`config.mk`:
```
export PLATFORM = sky130hd
export DESIGN_NAME = sev_seg_mux_driver_flat
export DESIGN_NICKNAME = d
export VERILOG_FILES = /design/src/rtl/sev_seg_mux_driver_if.sv /design/src/rtl/sev_seg_mux_driver.sv /design/src/flat_wrapper.sv
export SDC_FILE = /design/constraint.sdc
export NUM_CORES = 1
export LEC_CHECK = 0
export ABC_CLOCK_PERIOD_IN_PS = 4350
export BUFFER_PORTS_ARGS = -buffer_cell sky130_fd_sc_hd__clkbuf_2
export CORE_MARGIN = 3
export CORE_UTILIZATION = 59
export CTS_CLUSTER_SIZE = 30
export DETAILED_ROUTE_END_ITERATION = 16
export PLACE_DENSITY_LB_ADDON = 0.3
export RECOVER_POWER = 50
export REMOVE_ABC_BUFFERS = 1
export SYNTH_ARGS = -nofsm -noshare
export SYNTH_HDL_FRONTEND = slang
export SYNTH_SLANG_ARGS = --single-unit
```
`constraint.sdc`:
```
create_clock -name clk -period 4.35 [get_ports clk]
set_input_delay 0.2175 -clock clk [delete_from_list [all_inputs] [get_ports clk]]
set_output_delay 0.2175 -clock clk [all_outputs]
set_load 0.01 [all_outputs]
```
`src/rtl/sev_seg_mux_driver_if.sv`:
```
// Display-side bundle for sev_seg_mux_driver: value load/masks in, segment/anode pins out.
interface sev_seg_mux_driver_if #(
  parameter int NUM_DIGITS = 2
);
  logic                    load;
  logic [4*NUM_DIGITS-1:0] values;
  logic [NUM_DIGITS-1:0]   digit_en;
  logic [NUM_DIGITS-1:0]   blink_mask;
  logic [6:0]              seg_n;
  logic [NUM_DIGITS-1:0]   an_n;
  logic                    blink_led;
  logic                    commit;

  modport master (
    output load, values, digit_en, blink_mask,
    input  seg_n, an_n, blink_led, commit
  );

  modport slave (
    input  load, values, digit_en, blink_mask,
    output seg_n, an_n, blink_led, commit
  );
endinterface

```
`src/rtl/sev_seg_mux_driver.sv`:
```
// Time-multiplexed common-anode 7-segment driver with double-buffered values, dead time and blink.
// Define SEVSEG_LEAD_ZERO_BLANK_EN to blank leading zero digits (digit 0 is always shown).
module sev_seg_mux_driver #(
  parameter int NUM_DIGITS        = 2,
  parameter int DWELL_CYCLES      = 24000,
  parameter int DEAD_CYCLES       = 240,
  parameter int BLINK_HALF_CYCLES = 5000000
) (
  input  logic                 clk,
  input  logic                 reset,
  sev_seg_mux_driver_if.slave  bus
);
  localparam int DC_W = (DWELL_CYCLES > 1) ? $clog2(DWELL_CYCLES) : 1;
  localparam int DI_W = (NUM_DIGITS > 1) ? $clog2(NUM_DIGITS) : 1;
  localparam int BC_W = (BLINK_HALF_CYCLES > 1) ? $clog2(BLINK_HALF_CYCLES) : 1;
  localparam logic [DC_W-1:0] DC_LAST = DC_W'(DWELL_CYCLES - 1);
  localparam logic [DC_W-1:0] DC_DEAD = DC_W'(DEAD_CYCLES);
  localparam logic [DI_W-1:0] DI_LAST = DI_W'(NUM_DIGITS - 1);
  localparam logic [BC_W-1:0] BC_LAST = BC_W'(BLINK_HALF_CYCLES - 1);

  logic [DC_W-1:0]         dc_q, dc_d;
  logic [DI_W-1:0]         di_q, di_d;
  logic [BC_W-1:0]         bc_q, bc_d;
  logic                    phase_q, phase_d;
  logic [4*NUM_DIGITS-1:0] disp_q, disp_d;
  logic [4*NUM_DIGITS-1:0] pend_q, pend_d;
  logic                    pend_v_q, pend_v_d;
  logic [6:0]              seg_q, seg_d;
  logic [NUM_DIGITS-1:0]   an_q, an_d;
  logic                    commit_q, commit_d;
  logic                    slot_end, frame_end;
  logic [NUM_DIGITS-1:0]   lz_blank;

  function automatic logic [6:0] hex7(input logic [3:0] nib);
    case (nib)
      4'h0: hex7 = 7'b1000000;
      4'h1: hex7 = 7'b1111001;
      4'h2: hex7 = 7'b0100100;
      4'h3: hex7 = 7'b0110000;
      4'h4: hex7 = 7'b0011001;
      4'h5: hex7 = 7'b0010010;
      4'h6: hex7 = 7'b0000010;
      4'h7: hex7 = 7'b1111000;
      4'h8: hex7 = 7'b0000000;
      4'h9: hex7 = 7'b0010000;
      4'hA: hex7 = 7'b0001000;
      4'hB: hex7 = 7'b0000011;
      4'hC: hex7 = 7'b1000110;
      4'hD: hex7 = 7'b0100001;
      4'hE: hex7 = 7'b0000110;
      default: hex7 = 7'b0001110;
    endcase
  endfunction

  // Scan/blink counters and the pending->display handoff at frame end
  always_comb begin
    slot_end  = (dc_q == DC_LAST);
    frame_end = slot_end && (di_q == DI_LAST);
    dc_d      = slot_end ? '0 : dc_q + DC_W'(1);
    di_d      = di_q;
    if (slot_end) di_d = (di_q == DI_LAST) ? '0 : di_q + DI_W'(1);
    bc_d      = (bc_q == BC_LAST) ? '0 : bc_q + BC_W'(1);
    phase_d   = (bc_q == BC_LAST) ? ~phase_q : phase_q;
    commit_d  = frame_end && pend_v_q;
    disp_d    = commit_d ? pend_q : disp_q;
    pend_d    = pend_q;
    pend_v_d  = pend_v_q;
    // A load on the frame-end cycle keeps pend_v set so the new value waits a full frame
    if (bus.load) begin
      pend_d   = bus.values;
      pend_v_d = 1'b1;
    end else if (frame_end) begin
      pend_v_d = 1'b0;
    end
  end

  always_comb begin
    lz_blank = '0;
`ifdef SEVSEG_LEAD_ZERO_BLANK_EN
    begin
      logic all_zero;
      all_zero = 1'b1;
      for (int k = NUM_DIGITS - 1; k >= 1; k--) begin
        all_zero    = all_zero && (disp_q[4*k +: 4] == 4'h0);
        lz_blank[k] = all_zero;
      end
    end
`endif
  end

  always_comb begin
    an_d  = '1;
    seg_d = 7'h7F;
    for (int k = 0; k < NUM_DIGITS; k++) begin
      if ((di_q == DI_W'(k)) && (dc_q >= DC_DEAD) && bus.digit_en[k] &&
          !(bus.blink_mask[k] && !phase_q) && !lz_blank[k]) begin
        an_d[k] = 1'b0;
        seg_d   = hex7(disp_q[4*k +: 4]);
      end
    end
  end

  always_ff @(posedge clk or posedge reset) begin
    if (reset) begin
      dc_q     <= '0;
      di_q     <= '0;
      bc_q     <= '0;
      phase_q  <= 1'b0;
      disp_q   <= '0;
      pend_q   <= '0;
      pend_v_q <= 1'b0;
      seg_q    <= 7'h7F;
      an_q     <= '1;
      commit_q <= 1'b0;
    end else begin
      dc_q     <= dc_d;
      di_q     <= di_d;
      bc_q     <= bc_d;
      phase_q  <= phase_d;
      disp_q   <= disp_d;
      pend_q   <= pend_d;
      pend_v_q <= pend_v_d;
      seg_q    <= seg_d;
      an_q     <= an_d;
      commit_q <= commit_d;
    end
  end

  assign bus.seg_n     = seg_q;
  assign bus.an_n      = an_q;
  assign bus.blink_led = phase_q;
  assign bus.commit    = commit_q;
endmodule

```
`src/flat_wrapper.sv`:
```
// flat-port wrapper written by rule: the top's interface ports become plain ports
module sev_seg_mux_driver_flat 
#(
  parameter int NUM_DIGITS        = 2,
  parameter int DWELL_CYCLES      = 24000,
  parameter int DEAD_CYCLES       = 240,
  parameter int BLINK_HALF_CYCLES = 5000000
)
  (clk, reset, bus_load, bus_values, bus_digit_en, bus_blink_mask, bus_seg_n, bus_an_n, bus_blink_led, bus_commit);
  sev_seg_mux_driver_if #(.NUM_DIGITS(NUM_DIGITS)) bus_i ();
  input  logic clk;
  input  logic reset;
  input wire logic [$bits(bus_i.load)-1:0] bus_load;
  input wire logic [$bits(bus_i.values)-1:0] bus_values;
  input wire logic [$bits(bus_i.digit_en)-1:0] bus_digit_en;
  input wire logic [$bits(bus_i.blink_mask)-1:0] bus_blink_mask;
  output wire logic [$bits(bus_i.seg_n)-1:0] bus_seg_n;
  output wire logic [$bits(bus_i.an_n)-1:0] bus_an_n;
  output wire logic [$bits(bus_i.blink_led)-1:0] bus_blink_led;
  output wire logic [$bits(bus_i.commit)-1:0] bus_commit;
  assign bus_i.load = bus_load;
  assign bus_i.values = bus_values;
  assign bus_i.digit_en = bus_digit_en;
  assign bus_i.blink_mask = bus_blink_mask;
  assign bus_seg_n = bus_i.seg_n;
  assign bus_an_n = bus_i.an_n;
  assign bus_blink_led = bus_i.blink_led;
  assign bus_commit = bus_i.commit;
  sev_seg_mux_driver #(.NUM_DIGITS(NUM_DIGITS), .DWELL_CYCLES(DWELL_CYCLES), .DEAD_CYCLES(DEAD_CYCLES), .BLINK_HALF_CYCLES(BLINK_HALF_CYCLES)) u_core (.clk(clk), .reset(reset), .bus(bus_i));
endmodule
```
---- Word-level counts from Yosys, hierarchy flattened ----
Memory sizes are Yosys's and may differ from the RTL's.
Cells that the tools add are included.
storage, ports and cells
  bits in registers ....................... 67
  bits in read-only memories .............. 224
  input port bits ......................... 15
  output and inout bits ................... 11
  logic and storage cells ................. 43
  memories kept ........................... 2
operators by class
  $add $sub $neg .......................... 3
  magnitude comparators ................... 1
  eq/ne operators ......................... 2
  muxes and demuxes ....................... 9
  bitwise gates (word level) .............. 2
  reduce and logical (&&, ||, !) cells .... 14
memories
  memory            depth  bits a word  read ports  clocked after Yosys merged registers in  write ports  line                      RTL
  (name not given)  16     7            1           0                                        0            sev_seg_mux_driver.sv:35  case (nib)
  (name not given)  16     7            1           0                                        0            sev_seg_mux_driver.sv:35
operators by type and width
  kind                                                                number
  adder 23 x 1 -> 23 bit, second input constant                       1
  equality test 23 bit, second input constant                         1
  2-to-1 mux 23 bit                                                   1
  adder 15 x 1 -> 15 bit, second input constant                       1
  equality test 15 bit, second input constant                         1
  greater-or-equal comparator 15 x 8 -> 1 bit, second input constant  1
  2-to-1 mux 15 bit                                                   1
  2-to-1 mux 7 bit                                                    2
  logical AND 1 bit                                                   10
  2-to-1 mux 1 bit                                                    5
  zero test 1 bit                                                     3
  NOT 1 bit                                                           2
  nonzero test 2 bit                                                  1
  adder 1 bit, second input constant                                  1

---- Depth between registers and ports, before layout ----
Gate-level depths: netlist of run 1.
  depth after elaboration ................. 6
  depth in mapped cells ................... 6
  mapped depth without buffers ............ 6

---- Least setup slack after synthesis of run 1 ----
OpenSTA, ideal clock, no wires.
  kind .................................... reg2reg
  start ................................... reg u_core.bc_q[0]
  end ..................................... reg u_core.bc_q[22]
  library setup time ...................... 0.073 ns
  data arrival time ....................... 1.763 ns
  data required time ...................... 4.277 ns
  setup slack ............................. 2.514 ns
  stages on the path, launching flop included .. 7
  buffers on the path ..................... 1
  period minus slack after synthesis ...... 1.836 ns
  cell sequence ........................... dfrtp_1 ha_1 inv_1 or4_1 buf_2 or3_1 a21oi_2
between the ends
  longest elaborated chain between the ends .. 2
  elaborated cells on any way between the ends .. 3
  those cells by class .................... 1 x add/sub; 1 x eq/ne; 1 x mux
ends and longest elaborated chain
  element                                                         line                       RTL
  start, declared                                                 sev_seg_mux_driver.sv:23   logic [BC_W-1:0] bc_q, bc_d;
  start signal, assigned                                          sev_seg_mux_driver.sv:107  bc_q <= '0;
  start signal, assigned                                          sev_seg_mux_driver.sv:118  bc_q <= bc_d;
  adder 23 x 1 -> 23 bit or equality test 23 bit (tied branches)  sev_seg_mux_driver.sv:62   bc_d = (bc_q == BC_LAST) ? '0 : bc_q + BC_W'(1);
  2-to-1 mux 23 bit (*)                                           sev_seg_mux_driver.sv:62
  via u_core.bc_d[22]                                             sev_seg_mux_driver.sv:23
Mark *: on every way through the listed nets, which the timed path passes. The rest lies on a longest branch.
A chain may end at the register's enable or synchronous reset.

---- Worst setup path in the final report of run 1 ----
  start ................................... reg u_core.dc_q[0]
  end ..................................... reg u_core.di_q
between the ends
  longest elaborated chain between the ends .. 1
ends and longest elaborated chain
  element                 line                       RTL
  start, declared         sev_seg_mux_driver.sv:21   logic [DC_W-1:0] dc_q, dc_d;
  start signal, assigned  sev_seg_mux_driver.sv:105  dc_q <= '0;
  start signal, assigned  sev_seg_mux_driver.sv:116  dc_q <= dc_d;
  equality test 15 bit    sev_seg_mux_driver.sv:57   slot_end = (dc_q == DC_LAST);
  end signal, assigned    sev_seg_mux_driver.sv:117  di_q <= di_d;
  end, declared           sev_seg_mux_driver.sv:22   logic [DI_W-1:0] di_q, di_d;
Every way passes these cells.

==> impl_metrics.csv, run 1 <==
group,metric,value,unit
placed_design,placed_area,3570,sq um
synth,ys_warn_count,0,
cells_and_area,stdcell_area,3750,sq um
floorplan,ioPinCount,26,
clock_tree,clk_latency,0.34,ns
clock_tree,path_clk_slew,0.07,ns
synth,synth_top_area_share,42.6,%
synth,syn_area,3400,sq um
routing,num_vias,2380,
cells_and_area,final_common_cell,"dfrtp_1",
cells_and_area,fill_cells,437,
synth,synth_edf_count,0,
clock_tree,root_buffer,"clkbuf_8",
cells_and_area,drive_gt1_share,21.5,%
cells_and_area,final_cell_mix,"dfrtp_1, clkbuf_2, nor2_1",
floorplan,die_x,82.0,microns
sta,tns,0,ns
placed_design,gp_congestion,0.909,
floorplan,dieArea,6720,sq um
grt,gr-total-overflow,0,
clock_tree,cts_buffers,9,
placed_design,port_buffers,25,
clock_tree,hold_buffers,0,
synth,synthTopCellsByArea,"dfrtp_1, dfstp_2, mux2_2, ha_1, xor2_1",
grt,antenna_found_initial,0,
routing,vias_per_cell,5.65,
cells_and_area,antenna_cells,0,
synth,synth_top_area_cell,"dfrtp_1",
sta,fin_skew,0.00813,ns
routing,wl_met1,2.67,mm
sta,period_share,55.8,%
clock_tree,cts_tree,"done",
sta,hold_viol_final,0,
synth,syn_area_per_cell,10.7,sq um
synth,ys_async_sr_fraction,100,%
synth,yosysSeqAreaShare,49.6,%
sta,setup_viol,0,
sta,final_max_slew_viol_count,0,
routing,drt_iter0_drc,126,
routing,wl_met3,201,microns
clock_tree,cts.sinks,67,
worst_hold_path,hold_class,"in2async",
cells_and_area,nets,374,
worst_setup_path,worstPathMaxFanout,11,
grt,grt_pass1_wl,10.3,mm
worst_setup_path,crit_type,"reg2reg",
sta,fmax,412,MHz
clock_tree,htreeDepth,3,
placed_design,place_hpwl,4.18,mm
clock_tree,cts_setup_buffers,0,
routing,wl_per_cell,14.3,microns
power_and_ir_drop,p_leak,0.00165,uW
routing,maxUsedRoutingLayer,"met4",
grt,grt_pass1_vias,2280,
run_status,status,"completed",
worst_setup_path,required,4.52,ns
routing,drc,0,
sta,min_period,2.43,ns
synth,ys_ff_latch,67,
floorplan,fp.coreArea,5540,sq um
flow_run,cap_violations,0,
clock_tree,clock_tree.buffer_depth,2,
routing,routed_wl,6.01,mm
routing,drt_first_pass_iters,4,
clock_tree,cts_resized,0,
synth,syn_inst,318,
sta,worst_pin_slew,1.18,ns
grt,groute.usage.overall,20.3,%
synth,synth_ff_type,"dfrtp_1",
routing,ant_nets,0,
floorplan,die_h,82.0,microns
worst_setup_path,crit_arrival,2.59,ns
sta,rsz0062_at_grt,"no",
power_and_ir_drop,ir_drop,262,uV
floorplan,initial_core_util,61.4,%
synth,synthDistinctLibCells,48,
power_and_ir_drop,power_density,300,nW/um^2
cells_and_area,syn_to_final_growth,10.0,%
worst_setup_path,crit_path_end_kind,"flop",
worst_setup_path,crit_path_start_kind,"flop",
floorplan,std_cell_rows,27,
sta,relSlewSlack,20.9,%
grt,grt_max_degree,68,
routing,wl_met2,3.01,mm
## path summary, 6_finish.rpt
path | from | to | slack, ns | cells past startpoint
worst max-delay path | u_core.dc_q[0] | u_core.di_q | 1.92 | 5
worst min-delay path | reset | u_core.bc_q[13] | 0.07 | 3
worst max register to register | u_core.dc_q[0] | u_core.di_q | 1.92 | 5
worst min register to register | u_core.bc_q[0] | u_core.bc_q[0] | 0.48 | 1
max in group asynchronous | reset | u_core.disp_q[5] | 3.73 | 3
min in group clk | bus_values[1] | u_core.pend_q[1] | 0.10 | 2
## Yosys cell counts, types with 3 or more instances
master,n
a21oi_1,7
a22oi_1,8
a32oi_1,3
clkbuf_1,8
dfrtp_1,58
dfstp_2,9
ha_1,15
inv_1,19
mux2_2,17
nand2_1,21
nand3_1,13
nand4_1,12
nor2_1,24
nor2b_1,3
nor3_1,9
nor4_1,8
o21ai_0,15
or3_1,3
or4b_1,3
xnor2_1,13
xor2_1,16
## sequential cells by signal (all words and copies together), names as in the netlist
signal	cells
u_core.pend_v_q	1
u_core.dc_q	15
u_core.bus.blink_led	1
u_core.bus.commit	1
u_core.bus.an_n	2
u_core.disp_q	8
u_core.pend_q	8
u_core.bus.seg_n	7
u_core.bc_q	23
u_core.di_q	1
## cell type report
type / instances / area, sq um / share of cell area, %
flip-flops and latches: 67 / 1690 / 45.1
multi-input cells: 221 / 1590 / 42.5
clock buffers: 14 / 163 / 4.34
repair buffers: 26 / 133 / 3.54
well taps: 72 / 90.1 / 2.40
inverters: 19 / 71.3 / 1.90
clock inverters: 2 / 10.0 / 0.267
## metal layers
layer / up-vias / GRT usage [%]
met5: - / 0
met4: 0 / 8.47
met3: 12 / 5.70
met2: 39 / 32.6
met1: 1147 / 25.6
li1: 1182 / -
## power breakdown
group / internal, uW / total [uW] / leakage [uW] / switching [uW]
Combinational: 11.8 / 27.6 / 0.000704 / 15.8
Sequential: 631 / 635 / 0.000853 / 3.79
Clock: 237 / 463 / 0.0000905 / 226
Total: 880 / 1120 / 0.00165 / 245
## stage by stage
stage	setup slack [ns]	power [uW]	hold slack (ns)	cells	utilization [%]
after global placement	2.01	673	0.449	405	64.5
after floorplan	2.32	662	0.310	307	-
after CTS	1.91	1140	0.0888	421	67.6
after detailed placement	1.91	675	0.455	405	64.5
after global routing	1.70	1170	0.0921	421	67.6
final	1.92	1120	0.0690	421	67.6
## cells by family after synthesis
logic type	after synthesis	synth area share (%)
and+or+nand+nor	113	18.0
AOI/OAI and AO/OA	43	8.20
DFF	67	49.6
muxes	21	7.53
adders and majority gates	15	5.51
xor gates and xnor gates	29	7.46
buffers and inverters	30	3.68
## worst max-delay path: stages (launching register included)
cell,delay (ns)
dfrtp_1,0.42
ha_1,0.21
nand3_1,0.21
or2_2,0.36
nor3_1,0.90
xor2_1,0.15
(Power assumes the default switching activity.)
==> inputs of run 2 (changes only) <==
- ABC_CLOCK_PERIOD_IN_PS: 4350 -> 2240
- clock period: 4.35 -> 2.24 ns (I/O delays scaled with it)
==> run 2 against run 1 <==
Against the previous run:
- final cell count up 3.1%
- register-to-register slack worse by 1.7 ns
- critical endpoint is now u_core.bus.blink_led
- maximum frequency rose by 21%
==> impl_metrics.csv, run 2 (synthesized netlist as in run 1, its figures left out) <==
group,metric,value,unit
clock_tree,cts_buffers,9,
routing,vias_per_cell,5.62,
placed_design,placed_area,3620,sq um
worst_setup_path,crit_path_end_kind,"flop",
worst_setup_path,cp_cell_sequence,"or4b_1 > nor4_2 > and2b_1 > xor2_1",
worst_setup_path,required,2.51,ns
clock_tree,cts_setup_buffers,0,
floorplan,die_h,82.0,microns
clock_tree,cts_tree,"done",
cells_and_area,largest_reg_flops,23,
clock_tree,cts_resized,0,
power_and_ir_drop,clkPwrFrac,49.7,%
cells_and_area,final_cell_mix,"dfrtp_1, nor2_1, nand2_1",
placed_design,port_buffers,25,
worst_setup_path,crit_path_start_kind,"flop",
sta,tns,0,ns
worst_setup_path,crit_arrival,2.27,ns
run_status,status,"completed",
clock_tree,hold_buffers,8,
grt,grt_max_degree,36,
sta,min_period,2.00,ns
power_and_ir_drop,combPwrFrac,2.6,%
worst_hold_path,hold_class,"in2reg",
sta,setup_viol,0,
power_and_ir_drop,p_leak,0.00172,uW
power_and_ir_drop,sw_frac_of_total,19.3,%
power_and_ir_drop,internal-power,2090,uW
cells_and_area,fin_cells,434,
clock_tree,path_clk_slew,0.07,ns
cells_and_area,top_register,"u_core.bc_q",
grt,grt_pass1_wl,11.6,mm
routing,routed_wl,6.71,mm
routing,drc,0,
cells_and_area,nets,387,
clock_tree,clk_latency,0.35,ns
grt,groute.usage.overall,23.4,%
worst_setup_path,cp_slowest_cell,"or4b_1",
floorplan,std_cell_rows,27,
routing,drt_iter0_drc,121,
power_and_ir_drop,ir_drop,538,uV
routing,num_vias,2438,
floorplan,fp.coreArea,5540,sq um
sta,hold_viol_final,0,
sta,final_max_slew_viol_count,0,
sta,relSlewSlack,15.9,%
cells_and_area,syn_to_final_growth,15.7,%
placed_design,gp_congestion,0.893,
cells_and_area,antenna_cells,0,
routing,drt_first_pass_iters,4,
grt,antenna_found_initial,0,
placed_design,place_hpwl,4.47,mm
routing,ant_nets,0,
sta,worst_pin_slew,1.26,ns
clock_tree,clock_tree.buffer_depth,2,
worst_setup_path,crit_type,"reg2reg",
routing,wl_per_cell,15.5,microns
flow_run,cap_violations,0,
placed_design,placedCellCount,409,
floorplan,die_x,82.0,microns
clock_tree,root_buffer,"clkbuf_8",
power_and_ir_drop,power_density,657,nW/um^2
clock_tree,htreeDepth,3,
cells_and_area,stdcell_area,3940,sq um
cells_and_area,drive_gt1_share,19.3,%
floorplan,ioPinCount,26,
worst_setup_path,max_stage_delay,0.52,ns
sta,period_share,89.1,%
cells_and_area,final_common_cell,"dfrtp_1",
power_and_ir_drop,switchingPower,499,uW
cells_and_area,top_regs,"u_core.bc_q x23, u_core.dc_q x15",
worst_setup_path,worstPathMaxFanout,11,
power_and_ir_drop,pwr-share-seq,47.7,%
floorplan,dieArea,6720,sq um
sta,rsz0062_at_grt,"no",
floorplan,initial_core_util,61.4,%
sta,fmax,501,MHz
clock_tree,cts.sinks,67,
cells_and_area,fill_cells,417,
grt,gr-total-overflow,0,
sta,fin_skew,0.00939,ns
grt,grt_pass1_vias,2460,
==> run 2: changes by cell type in the layout (fill, tap and decap cells not counted), sizes merged <==
cell         previous run  this run
dlygate4sd3             0         9
buf                     1         4
bufinv                  0         3
clkbuf                 39        38
clkinv                  2         1
==> run 2: layout make-up <==
type | instances | area (sq um) | share of cell area [%]
clock buffers | 12 | 165 | 4.19
clock inverters | 4 | 95.1 | 2.41
inverters | 19 | 71.3 | 1.81
multi-input cells | 221 | 1590 | 40.4
flip-flops and latches | 67 | 1690 | 42.9
well taps | 72 | 90.1 | 2.29
repair buffers | 39 | 239 | 6.07
==> run 2: stage by stage <==
stage	total power (uW)	utilization, %	setup slack (ns)	hold WS, ns
5_1_grt	2700	71.1	0.0389	0.126
3_5_place_dp	1320	65.3	0.277	0.268
3_3_place_gp	1310	65.3	0.320	0.254
6_report	2590	71.1	0.243	0.130
4_1_cts	2620	71.4	0.237	0.00502
2_1_floorplan	1290	-	0.212	0.204
==> run 2: metal layers <==
metal / GRT usage [%] / share of wire [%] / up-vias
li1: - / - / 1203
met1: 29.6 / 43 / 1168
met4: 10.6 / 2.1 / 0
met5: 0 / 0 / -
met2: 36.9 / 51 / 53
met3: 7.02 / 3.5 / 14
==> run 2: power by group through the flow <==
stage          combinational [uW]  sequential, uW  clock, uW
4_1_cts                      71.5            1230       1310
6_report                     67.5            1230       1290
5_1_grt                      77.0            1230       1390
3_3_place_gp                 57.6            1250          0
2_1_floorplan                33.5            1250          0
3_5_place_dp                 60.7            1260          0
==> run 2: path summary, 6_finish.rpt <==
path                                 start                   end  slack, ns  cells after the start
setup / recovery           u_core.bc_q[17]  u_core.bus.blink_led       0.24                      4
hold / removal                    bus_load       u_core.pend_v_q       0.13                      2
setup reg to reg           u_core.bc_q[17]  u_core.bus.blink_led       0.24                      4
hold reg to reg             u_core.bc_q[0]        u_core.bc_q[0]       0.49                      1
max in group asynchronous            reset   u_core.bus.seg_n[1]       0.40                      4
min in group asynchronous            reset       u_core.bc_q[21]       0.64                      3
==> run 2: worst max-delay path: cells and delay by family, from the launching register on <==
kind / cells / cell delay, ns
AND/OR/NAND/NOR: 3 / 1.29
XOR/XNOR: 1 / 0.18
flip-flops: 1 / 0.46
